**src/rtl/testchip_testclk_ctrl.sv**
```systemverilog
// Glitch-free test-clock select/gate sequencer: gate off, switch, settle, gate on.
// Optional acknowledge timeout enabled by defining TESTCLK_CTRL_TIMEOUT_EN.
module testchip_testclk_ctrl #(
    parameter int SETTLE_CYCLES = 16,
    parameter int ACK_TIMEOUT   = 255
) (
    input  logic       uc_clk,
    input  logic       reset_n,
    input  logic       req_valid,
    input  logic [3:0] req_sel,
    input  logic       req_en,
    output logic       req_ready,
    input  logic       en_ack,
    output logic [3:0] test_clk_sel,
    output logic       test_clk_en,
    output logic       busy,
    output logic       done,
    output logic       ack_timeout
);
    typedef enum logic [2:0] {IDLE, GATE_OFF, SWITCH, GATE_ON, DONE} state_t;

    if (SETTLE_CYCLES < 1 || SETTLE_CYCLES > 255) begin : g_bad_settle
        $error("SETTLE_CYCLES must be in 1..255");
    end
    if (ACK_TIMEOUT < 4 || ACK_TIMEOUT > 255) begin : g_bad_timeout
        $error("ACK_TIMEOUT must be in 4..255");
    end

    state_t     r_state;
    state_t     w_next;
    logic       r_ack_s1;
    logic       r_ack_s2;
    logic [3:0] r_sel;
    logic       r_en;
    logic [3:0] r_lat_sel;
    logic       r_lat_en;
    logic [7:0] r_settle;
    logic       w_accept;
    logic       w_enter_switch;
    logic [3:0] w_sel_src;
    logic       w_tmo;

    assign w_accept       = (r_state == IDLE) && req_valid;
    assign w_enter_switch = (w_next == SWITCH) && (r_state != SWITCH);
    // IDLE can jump straight to SWITCH before the request has been latched
    assign w_sel_src      = (r_state == IDLE) ? req_sel : r_lat_sel;

    always_ff @(posedge uc_clk or negedge reset_n) begin
        if (!reset_n) begin
            r_ack_s1 <= 1'b0;
            r_ack_s2 <= 1'b0;
        end else begin
            r_ack_s1 <= en_ack;
            r_ack_s2 <= r_ack_s1;
        end
    end

`ifdef TESTCLK_CTRL_TIMEOUT_EN
    logic [7:0] r_wait;
    logic       r_tmo;

    assign w_tmo = ((r_state == GATE_OFF) || (r_state == GATE_ON)) &&
                   (r_wait == 8'(ACK_TIMEOUT - 1));

    always_ff @(posedge uc_clk) begin
        if (w_next != r_state) begin
            r_wait <= 8'd0;
        end else if (r_wait != 8'hFF) begin
            r_wait <= r_wait + 8'd1;
        end
    end

    always_ff @(posedge uc_clk or negedge reset_n) begin
        if (!reset_n) begin
            r_tmo <= 1'b0;
        end else if (w_accept) begin
            r_tmo <= 1'b0;
        end else if (w_tmo) begin
            r_tmo <= 1'b1;
        end
    end

    assign ack_timeout = r_tmo;
`else
    assign w_tmo       = 1'b0;
    assign ack_timeout = 1'b0;
`endif

    always_ff @(posedge uc_clk or negedge reset_n) begin
        if (!reset_n) begin
            r_state <= IDLE;
        end else begin
            r_state <= w_next;
        end
    end

    always_comb begin
        w_next = r_state;
        case (r_state)
            IDLE: begin
                if (req_valid) begin
                    if ((req_sel == r_sel) && (req_en == r_en)) begin
                        w_next = DONE;
                    end else if (!r_en) begin
                        w_next = SWITCH;
                    end else begin
                        w_next = GATE_OFF;
                    end
                end
            end
            GATE_OFF: if (!r_ack_s2 || w_tmo) w_next = SWITCH;
            SWITCH:   if (r_settle == 8'd0) w_next = r_lat_en ? GATE_ON : DONE;
            GATE_ON:  if (r_ack_s2 || w_tmo) w_next = DONE;
            DONE:     w_next = IDLE;
            default:  w_next = IDLE;
        endcase
    end

    always_ff @(posedge uc_clk or negedge reset_n) begin
        if (!reset_n) begin
            r_sel <= 4'b0000;
            r_en  <= 1'b0;
        end else begin
            if (w_enter_switch) begin
                r_sel <= w_sel_src;
            end
            // gate closes on the accept edge; it reopens only once settling is over
            if ((r_state == IDLE) && (w_next == GATE_OFF)) begin
                r_en <= 1'b0;
            end else if (r_state == GATE_ON) begin
                r_en <= 1'b1;
            end
        end
    end

    always_ff @(posedge uc_clk) begin
        if (w_accept) begin
            r_lat_sel <= req_sel;
            r_lat_en  <= req_en;
        end
        if (w_enter_switch) begin
            r_settle <= 8'(SETTLE_CYCLES - 1);
        end else if ((r_state == SWITCH) && (r_settle != 8'd0)) begin
            r_settle <= r_settle - 8'd1;
        end
    end

    assign test_clk_sel = r_sel;
    assign test_clk_en  = r_en;
    assign req_ready    = (r_state == IDLE);
    assign busy         = (r_state != IDLE);
    assign done         = (r_state == DONE);

endmodule

```
**config.mk**
```make
export PLATFORM = sky130hd
export DESIGN_NAME = testchip_testclk_ctrl
export DESIGN_NICKNAME = d
export VERILOG_FILES = /design/src/rtl/testchip_testclk_ctrl.sv
export SDC_FILE = /design/constraint.sdc
export NUM_CORES = 1
export LEC_CHECK = 0
export CAP_MARGIN = 0
export CORE_ASPECT_RATIO = 0.6
export CORE_MARGIN = 1
export CORE_UTILIZATION = 45
export CTS_CLUSTER_SIZE = 20
export DETAILED_ROUTE_END_ITERATION = 8
export PLACE_DENSITY = 0.71
export SLEW_MARGIN = 10
export SYNTH_ARGS = -nofsm -noshare
export SYNTH_HDL_FRONTEND = slang
export SYNTH_SLANG_ARGS = --single-unit
```
**constraint.sdc**
```tcl
create_clock -name uc_clk -period 1.4 [get_ports uc_clk]
set_input_delay 0.28 -clock uc_clk [delete_from_list [all_inputs] [get_ports uc_clk]]
set_output_delay 0.28 -clock uc_clk [all_outputs]
set_load 0.01 [all_outputs]
```
==> impl_metrics.env, run 1 <==
export IMPL_reg2reg_depth=6
export IMPL_yosys_warnings=0
export IMPL_place_congestion=0.9272
export IMPL_pwr_share_comb_pct=62.1
export IMPL_fin_cells=213
export IMPL_grt_pass1_wl_microns=5754
export IMPL_cap_violations=0
export IMPL_grt_usage_pct=27.18
export IMPL_ys_ff_latch=23
export IMPL_critical_path_endpoint_type="flop"
export IMPL_crit_top_cell="buf_6"
export IMPL_synth_cells=116
export IMPL_required_ns=1.57
export IMPL_portBuffers=16
export IMPL_switching_power_mw=1.747
export IMPL_yosysSeqAreaShare_pct=46.09
export IMPL_insertion_delay_ns=0.28
export IMPL_cts_tree="done"
export IMPL_use_met1_pct=36.92
export IMPL_max_vdd_ir_drop_mv=1.099
export IMPL_clkPwrFrac_pct=10.7
export IMPL_drive_above_1_share_pct=56.35
export IMPL_critPathBufInv=2
export IMPL_synth_compound_area_share_pct=12.65
export IMPL_filler_cell_count=146
export IMPL_synth_mux_area_share_pct=8.848
export IMPL_grt_pass1_vias=1081
export IMPL_die_area_sq_mm=0.002921
export IMPL_synth_simple_area_share_pct=20.58
export IMPL_crit_chain="buf_6, buf_6, nor2_4, o21a_1, o31a_1, mux2_4"
export IMPL_root_buffer="clkbuf_8"
export IMPL_fin_ws_ns=-0.3232
export IMPL_numCtsBuffers=3
export IMPL_critical_path_cell_count=6
export IMPL_slowest_stage="dfrtp_2"
export IMPL_path_class="reg2reg"
export IMPL_utilization_pct=78.87
export IMPL_cts_htree_levels=1
export IMPL_synth_xor_area_share_pct=5.761
export IMPL_detail_route_drc_violations=0
export IMPL_path_clk_slew_ns=0.10
export IMPL_synth_nets=127
export IMPL_rows=14
export IMPL_top_usage_layer="met2"
export IMPL_path_max_fanout=5
export IMPL_timing_hold_ws_ns=0.2922
export IMPL_die_h_microns=42.27
export IMPL_violations="negative setup slack"
export IMPL_setup_viol=23
export IMPL_antenna_left=0
export IMPL_slowest_delay_ns=0.42
export IMPL_status="finished with violations"
export IMPL_clock_skew_ns=0.01213
export IMPL_wl_per_cell_microns=20.59
export IMPL_die_w_microns=69.12
export IMPL_finalSetupTns_ns=-4.066
export IMPL_syn_to_final_growth_pct=64.71
export IMPL_grtUsageMet2_pct=44.85
export IMPL_dpl_hpwl_microns=2423
export IMPL_synth_async_sr_flop_share_pct=43.48
export IMPL_fmax_mhz=580.3
export IMPL_maxSlewViolCount=0
export IMPL_cts_sinks=23
export IMPL_synthAdderAreaFrac_pct=2.058
export IMPL_grt_ovfl_total=0
export IMPL_finalHoldViolations=0
export IMPL_io_pins=18
export IMPL_diodes=0
export IMPL_antenna_found_initial=0
export IMPL_synth_cell_types=47
export IMPL_initial_core_util_pct=47.88
export IMPL_drt_initial_drc_count=78
export IMPL_synthFlopType="dfrtp_1"
export IMPL_path_delay_family="compound AO/OA/AOI/OAI gates"
export IMPL_nets=193
export IMPL_synth_top_family_by_area="simple AND/OR/NAND/NOR gates"
export IMPL_finalCriticalPeriod_ns=1.723
export IMPL_powerDensity_mw_per_mm2=2146
export IMPL_p_leak_nw=0.8220
export IMPL_placed_area_sq_mm=0.001667
export IMPL_fin_area_sq_mm=0.002003
export IMPL_routed_wl_microns=4386
export IMPL_synth_edf_count=5
export IMPL_ctsHoldBuffers=0
export IMPL_critical_path_arrival_ns=1.89
export IMPL_vias=1233
export IMPL_power_frac_seq_pct=27.2
export IMPL_rsz0062_at_grt="true"
export IMPL_start_kind="flop"
export IMPL_drt_first_pass_iters=4
export IMPL_netSwitchingFraction_pct=40.63
export IMPL_p_int_mw=2.552
export IMPL_syn_cell_area_sq_mm=0.001216
export IMPL_clk_path_buf_depth=2
export IMPL_via_per_inst=5.789
export IMPL_dp_cells=194
export IMPL_hp_class="in2async"
export IMPL_grt_max_degree=15
export IMPL_core_area_sq_mm=0.002540
export IMPL_fin_crit_sh_pct=123.1
export IMPL_grtUsageMet3_pct=5.288
export IMPL_avgSynthCellArea_sq_um=10.48
[synth_stat cells (2+ instances only)]
master | count | area share [%]
a211oi_1 | 2 | 1.2
a21oi_1 | 5 | 2.1
a31oi_1 | 2 | 1.0
clkbuf_1 | 2 | 0.62
dfrtp_1 | 10 | 21
dfxtp_1 | 8 | 13
edfxtp_1 | 5 | 12
ha_1 | 2 | 2.1
inv_1 | 5 | 1.5
mux2_1 | 4 | 3.7
mux2_2 | 2 | 1.9
mux2_4 | 2 | 2.5
nand2_1 | 7 | 2.2
nand2b_1 | 3 | 1.5
nand3_1 | 4 | 1.6
nor2_1 | 8 | 2.5
nor3_1 | 3 | 1.2
nor3b_1 | 2 | 1.2
o211ai_1 | 4 | 2.5
or3_1 | 3 | 1.5
xnor2_1 | 6 | 4.3
xor2_1 | 2 | 1.4
[power groups by stage]
| stage | clock (mW) | sequential [mW] | combinational (mW) |
|---|---|---|---|
| 2_1_floorplan | 0 | 1.15 | 0.956 |
| 3_3_place_gp | 0 | 1.11 | 1.81 |
| 3_5_place_dp | 0 | 1.13 | 1.87 |
| 4_1_cts | 0.445 | 1.13 | 2.19 |
| 5_1_grt | 0.487 | 1.20 | 2.79 |
| 6_report | 0.461 | 1.17 | 2.67 |
[state kept, by name (all words and copies together), names as in the netlist]
signal and count:
r_ack_s2 1, r_settle 8, r_ack_s1 1, r_lat_sel 4, r_lat_en 1, test_clk_sel 4
test_clk_en 1, r_state 3
[cells in the final DEF, fill, tap and decap left out, types with 2 or more instances in the layout]
| cell | instances |
|---|---|
| a21oi_2 | 4 |
| nand3_1 | 2 |
| buf_6 | 8 |
| dfrtp_1 | 7 |
| dfrtp_2 | 3 |
| clkbuf_8 | 3 |
| nand2b_1 | 3 |
| or3_4 | 2 |
| clkbuf_2 | 2 |
| nand3_2 | 2 |
| nor4_4 | 2 |
| buf_4 | 41 |
| clkdlybuf4s50_1 | 5 |
| nor2_2 | 2 |
| o211ai_1 | 4 |
| a21oi_1 | 2 |
| nor3_2 | 2 |
| mux2_4 | 5 |
| mux2_2 | 2 |
| dfxtp_1 | 7 |
| inv_2 | 3 |
| buf_2 | 2 |
| a31oi_1 | 2 |
| xnor2_1 | 5 |
| nand2_1 | 6 |
| edfxtp_1 | 5 |
| nor2_1 | 5 |
| dlygate4sd2_1 | 5 |
| xor2_1 | 2 |
| nor3b_2 | 2 |
[what timing repair did]
item	4_1_cts	5_1_grt
gates resized for setup	54	22
endpoints found under the setup margin	29	27
pin swaps	14	11
setup buffers	7	9
gates cloned	0	0
[through the flow]
step | setup slack, ns | power (mW)
after floorplan | -0.1269 | 2.110
after global placement | -0.5226 | 2.923
after detailed placement | -0.6133 | 2.997
after CTS | -0.2729 | 3.762
after global routing | -0.3743 | 4.473
final | -0.3232 | 4.299
[per-layer routing]
layer	part of all wire, %	wire [microns]
met5	0	0
met1	43	1906
met2	46	2024
met4	3.2	141
met3	7.2	314
[cell families (layout without fill, tap and decap cells)]
| family | after synthesis | count (layout) |
|---|---|---|
| fa+ha+maj | 2 | 2 |
| xor+xnor | 8 | 8 |
| compound gates | 22 | 22 |
| buf+inv | 9 | 74 |
| mux | 9 | 9 |
| other cells | 1 | 1 |
| simple gates | 42 | 42 |
| flops | 23 | 23 |
[final timing paths]
kind                                      start                     endpoint  slack, ns
min in group uc_clk          r_ack_s1$_DFF_PN0_           r_ack_s2$_DFF_PN0_       0.37
max reg2reg                r_state[2]$_DFF_PN0_  test_clk_sel[2]$_DFFE_PN0P_      -0.32
min reg2reg                  r_ack_s1$_DFF_PN0_           r_ack_s2$_DFF_PN0_       0.37
max in group asynchronous               reset_n      test_clk_en$_DFFE_PN0P_       0.94
min                                     reset_n         r_state[1]$_DFF_PN0_       0.29
max                        r_state[2]$_DFF_PN0_  test_clk_sel[2]$_DFFE_PN0P_      -0.32
[area by class of cell]
class,count,area [sq um],share of cell area (%)
clock buffer,3,41.29,2.061
clock inverter,1,7.507,0.3748
inverter,5,23.77,1.187
multi-input combinational,84,788.3,39.35
sequential,23,565.5,28.23
tap,32,40.04,1.999
timing repair buffer,65,536.8,26.80
(Power assumes the default switching activity.)
==> inputs of run 2 (changes only) <==
- CORE_MARGIN: 1 -> 2
==> impl_metrics.env, run 2 (synthesis gave the netlist of run 1 again) <==
export IMPL_via_per_inst=5.953
export IMPL_clock_skew_ns=0.005089
export IMPL_portBuffers=16
export IMPL_switching_power_mw=1.830
export IMPL_die_w_microns=71.12
export IMPL_max_vdd_ir_drop_mv=1.199
export IMPL_antenna_left=0
export IMPL_grt_max_degree=15
export IMPL_grt_pass1_vias=1213
export IMPL_clk_path_buf_depth=2
export IMPL_diodes=0
export IMPL_wl_per_cell_microns=22.66
export IMPL_placed_area_sq_mm=0.001687
export IMPL_netSwitchingFraction_pct=40.01
export IMPL_violations="negative setup slack"
export IMPL_finalHoldViolations=0
export IMPL_ctsHoldBuffers=0
export IMPL_initial_core_util_pct=47.88
export IMPL_fin_area_sq_mm=0.002069
export IMPL_required_ns=1.55
export IMPL_numCtsBuffers=3
export IMPL_start_kind="flop"
export IMPL_cts_tree="done"
export IMPL_drt_initial_drc_count=140
export IMPL_core_area_sq_mm=0.002540
export IMPL_critical_path_endpoint_type="flop"
export IMPL_setup_viol=24
export IMPL_nets=193
export IMPL_die_h_microns=44.27
export IMPL_fmax_mhz=601.5
export IMPL_insertion_delay_ns=0.27
export IMPL_cap_violations=0
export IMPL_pwr_share_comb_pct=64.1
export IMPL_powerDensity_mw_per_mm2=2209
export IMPL_syn_to_final_growth_pct=70.16
export IMPL_drt_first_pass_iters=4
export IMPL_maxSlewViolCount=0
export IMPL_cts_htree_levels=1
export IMPL_rsz0062_at_grt="true"
export IMPL_path_max_fanout=6
export IMPL_hp_class="in2async"
export IMPL_power_frac_seq_pct=26.1
export IMPL_antenna_found_initial=0
export IMPL_detail_route_drc_violations=0
export IMPL_vias=1268
export IMPL_path_class="reg2reg"
export IMPL_io_pins=18
export IMPL_layout_common_cells="buf_4, buf_6, mux2_4, dfrtp_1"
export IMPL_grt_ovfl_total=0
export IMPL_top_register="r_settle"
export IMPL_die_area_sq_mm=0.003148
export IMPL_clkPwrFrac_pct=9.8
export IMPL_p_leak_nw=0.8633
export IMPL_fin_ws_ns=-0.2626
export IMPL_multi_input_area_sq_um=810.8
export IMPL_grt_pass1_wl_microns=6334
export IMPL_status="finished with violations"
export IMPL_routed_wl_microns=4826
export IMPL_grt_usage_pct=28.01
export IMPL_cts_sinks=23
export IMPL_finalCriticalPeriod_ns=1.663
export IMPL_drive_above_1_share_pct=58.01
export IMPL_place_congestion=0.8377
export IMPL_critical_path_arrival_ns=1.82
export IMPL_largest_reg_flops=8
export IMPL_pre_cts_slack_ns=-0.5779
export IMPL_root_buffer="clkbuf_8"
export IMPL_fin_crit_sh_pct=118.8
export IMPL_utilization_pct=81.48
export IMPL_filler_cell_count=131
export IMPL_rows=14
export IMPL_final_common_cell="buf_4"
export IMPL_seq_area_sq_um=571.8
export IMPL_dpl_hpwl_microns=2592
export IMPL_p_int_mw=2.743
export IMPL_path_clk_slew_ns=0.09
[run 2: power groups by stage]
stage	Combinational (mW)	Sequential (mW)	Clock, mW
after detailed placement	1.98	1.13	0
after global placement	1.92	1.11	0
after global routing	3.07	1.21	0.468
after CTS	2.36	1.14	0.433
final	2.93	1.19	0.446
after floorplan	0.956	1.15	0
[run 2: worst paths after layout]
kind / startpoint / endpoint / slack, ns / cells after the start
worst max-delay path: r_state[0]$_DFF_PN0_ / r_settle[1]$_SDFFE_PP1P_ / -0.26 / 4
worst min-delay path: reset_n / r_state[0]$_DFF_PN0_ / 0.29 / 2
worst max register to register: r_state[0]$_DFF_PN0_ / r_settle[1]$_SDFFE_PP1P_ / -0.26 / 4
worst min register to register: r_ack_s1$_DFF_PN0_ / r_ack_s2$_DFF_PN0_ / 0.37 / 0
max in group asynchronous: reset_n / test_clk_en$_DFFE_PN0P_ / 0.94 / 2
min in group uc_clk: r_ack_s1$_DFF_PN0_ / r_ack_s2$_DFF_PN0_ / 0.37 / 0
[run 2: area by class of cell]
| class | instances | share of cell area (%) |
|---|---|---|
| timing repair buffer | 65 | 27.33 |
| tap | 32 | 1.935 |
| clock buffer | 3 | 1.995 |
| sequential | 23 | 27.63 |
| inverter | 5 | 1.632 |
| multi-input combinational | 84 | 39.18 |
| clock inverter | 1 | 0.3023 |
[run 2: what timing repair did]
item / in CTS / in global routing
gates cloned: 0 / 0
buffers inserted: 7 / 9
pin swaps: 7 / 14
resized for setup: 56 / 38
endpoints found under the setup margin: 29 / 28
[run 2: worst max-delay path, stage by stage (launching register included)]
cell	delay, ns
dfrtp_2	0.48
and2b_2	0.26
o31a_4	0.41
buf_12	0.15
or2_1	0.24
[run 2: per-layer routing]
layer | track usage [%] | vias up | routed length, microns
li1 | - | 547 | -
met1 | 36.17 | 621 | 1949
met2 | 49.16 | 74 | 2174
met3 | 5.695 | 26 | 432
met4 | 7.547 | 0 | 268
met5 | 0 | - | 0
[run 2: through the flow]
stage | hold slack [ns] | std cells | setup TNS [ns] | power (mW)
after detailed placement | 0.3363 | 195 | -8.519 | 3.112
after global placement | 0.3355 | 195 | -7.662 | 3.025
after global routing | 0.3063 | 213 | -4.479 | 4.745
final | 0.2901 | 213 | -3.685 | 4.572
after CTS | 0.2987 | 204 | -2.985 | 3.929
after floorplan | -0.01559 | 116 | -0.5803 | 2.110
==> inputs of run 3 (changes only) <==
- PLACE_DENSITY: 0.71 -> 0.68
- SLEW_MARGIN: 10 -> 30
- clock period: 1.4 -> 1.95 ns (I/O delays scaled with it)
==> impl_metrics.env, run 3 (synthesis gave the netlist of run 1 again) <==
export IMPL_portBuffers=16
export IMPL_status="completed"
export IMPL_fin_crit_sh_pct=95.48
export IMPL_cts_htree_levels=1
export IMPL_die_area_sq_mm=0.003148
export IMPL_cts_tree="done"
export IMPL_setup_viol=0
export IMPL_dr_wl_met2_microns=999
export IMPL_r2r_end="test_clk_sel[1]$_DFFE_PN0P_"
export IMPL_multi_input_area_sq_um=616.8
export IMPL_rows=14
export IMPL_total_power_mw=2.245
export IMPL_top_register="r_settle"
export IMPL_vias=966
export IMPL_dpl_hpwl_microns=1939
export IMPL_clock_skew_ns=0.0006281
export IMPL_placed_area_sq_mm=0.001480
export IMPL_diodes=0
export IMPL_drt_initial_drc_count=20
export IMPL_numCtsBuffers=3
export IMPL_min_from="r_ack_s1$_DFF_PN0_"
export IMPL_drt_met1_wl_microns=1365
export IMPL_core_area_sq_mm=0.002540
export IMPL_detail_route_drc_violations=0
export IMPL_hp_class="reg2reg"
export IMPL_drive_above_1_share_pct=19.31
export IMPL_r2r_start="test_clk_en$_DFFE_PN0P_"
export IMPL_maxSlewViolCount=0
export IMPL_timing_hold_ws_ns=0.3616
export IMPL_grt_max_degree=13
export IMPL_grt_pass1_vias=908
export IMPL_die_w_microns=71.12
export IMPL_critical_path_endpoint_type="primary output"
export IMPL_grt_ovfl_total=0
export IMPL_cap_violations=0
export IMPL_dp_cells=172
export IMPL_critical_path_arrival_ns=1.47
export IMPL_routed_wl_microns=2496
export IMPL_tightest_slew_ns=0.5260
export IMPL_clk_path_buf_depth=2
export IMPL_final_common_cell="clkdlybuf4s50_1"
export IMPL_initial_core_util_pct=47.88
export IMPL_finalHoldViolations=0
export IMPL_required_ns=1.56
export IMPL_drt_first_pass_iters=4
export IMPL_reg2reg_depth=4
export IMPL_ctsHoldBuffers=0
export IMPL_fin_cells=177
export IMPL_rsz0062_at_grt="false"
export IMPL_max_vdd_ir_drop_mv=0.7118
export IMPL_p_leak_nw=0.5968
export IMPL_antenna_left=0
export IMPL_hold_end="r_ack_s2$_DFF_PN0_"
export IMPL_r2r_slack_ns=0.22
export IMPL_layout_common_cells="clkdlybuf4s50_1, buf_4, dfrtp_1, nor2_1, dfxtp_1"
export IMPL_insertion_delay_ns=0.26
export IMPL_grt_pass1_wl_microns=4250
export IMPL_min_path_cells=0
export IMPL_seq_area_sq_um=561.8
export IMPL_fmax_mhz=537.1
export IMPL_slew_headroom_pct=64.64
export IMPL_fin_area_sq_mm=0.001538
export IMPL_wl_met3_microns=119
export IMPL_finalCriticalPeriod_ns=1.862
export IMPL_via_per_inst=5.458
export IMPL_place_congestion=0.7886
export IMPL_die_h_microns=44.27
export IMPL_cts_sinks=23
export IMPL_path_clk_slew_ns=0.08
export IMPL_wl_per_cell_microns=14.10
export IMPL_nets=157
export IMPL_start_kind="flop"
export IMPL_syn_to_final_growth_pct=26.44
export IMPL_filler_cell_count=215
export IMPL_largest_reg_flops=8
export IMPL_grt_usage_pct=17.89
export IMPL_path_max_fanout=4
export IMPL_io_pins=18
export IMPL_top_layer="met4"
export IMPL_powerDensity_mw_per_mm2=1460
export IMPL_root_buffer="clkbuf_8"
export IMPL_path_class="reg2out"
export IMPL_antenna_found_initial=0
run 3: cell types whose count changed in the layout (fill, tap and decap cells not counted), sizes merged:
cell           change
clkinv             -1
dlygate4sd2        -3
buf               -40
dlymetal6s2s       -1
clkdlybuf4s15      -2
clkdlybuf4s50     +11
run 3: repair_timing:
action                     4_1_cts  5_1_grt
setup buffers                    0        1
setup endpoints to repair        3        1
resized for setup                4        0
pin swaps                        1        1
run 3: final cells by class:
| class | instances | share of cell area, % |
|---|---|---|
| clock buffer | 4 | 2.929 |
| timing repair buffer | 29 | 16.60 |
| tap | 32 | 2.604 |
| multi-input combinational | 84 | 40.11 |
| sequential | 23 | 36.53 |
| inverter | 5 | 1.221 |
run 3: routing by layer:
layer | vias up | track usage, %
met2 | 19 | 25.79
met4 | 0 | 3.396
met1 | 470 | 26.84
met5 | - | 0
met3 | 2 | 5.467
li1 | 475 | -
run 3: power by group:
part / switching, mW / total (mW) / leakage [nW] / internal, mW
Sequential: 0.184 / 0.836 / 0.229 / 0.652
Combinational: 0.506 / 1.12 / 0.345 / 0.613
Clock: 0.144 / 0.290 / 0.0228 / 0.146
run 3: stage by stage:
stage	setup slack [ns]	setup TNS [ns]	util, %
floorplan	0.3143	0	-
global placement	-0.1162	-0.6425	58.28
detailed placement	-0.1643	-1.086	58.28
global route	0.02678	0	60.54
CTS	0.01051	0	60.25
finish	0.08809	0	60.54
run 3: how the worst max path moves through the flow:
stage	slack, ns	startpoint	to
floorplan	0.31	r_state[2]$_DFF_PN0_	test_clk_sel[0]$_DFFE_PN0P_
global placement	-0.12	req_sel[2]	test_clk_sel[0]$_DFFE_PN0P_
detailed placement	-0.16	req_en	test_clk_sel[0]$_DFFE_PN0P_
CTS	0.01	r_state[1]$_DFF_PN0_	busy
global route	0.03	r_state[2]$_DFF_PN0_	busy
finish	0.09	r_state[0]$_DFF_PN0_	busy
run 3: critical path, cell delays in order (launching register included):
cell	delay, ns
dfrtp_1	0.45
nor3_4	0.23
inv_1	0.06
clkdlybuf4s50_1	0.48
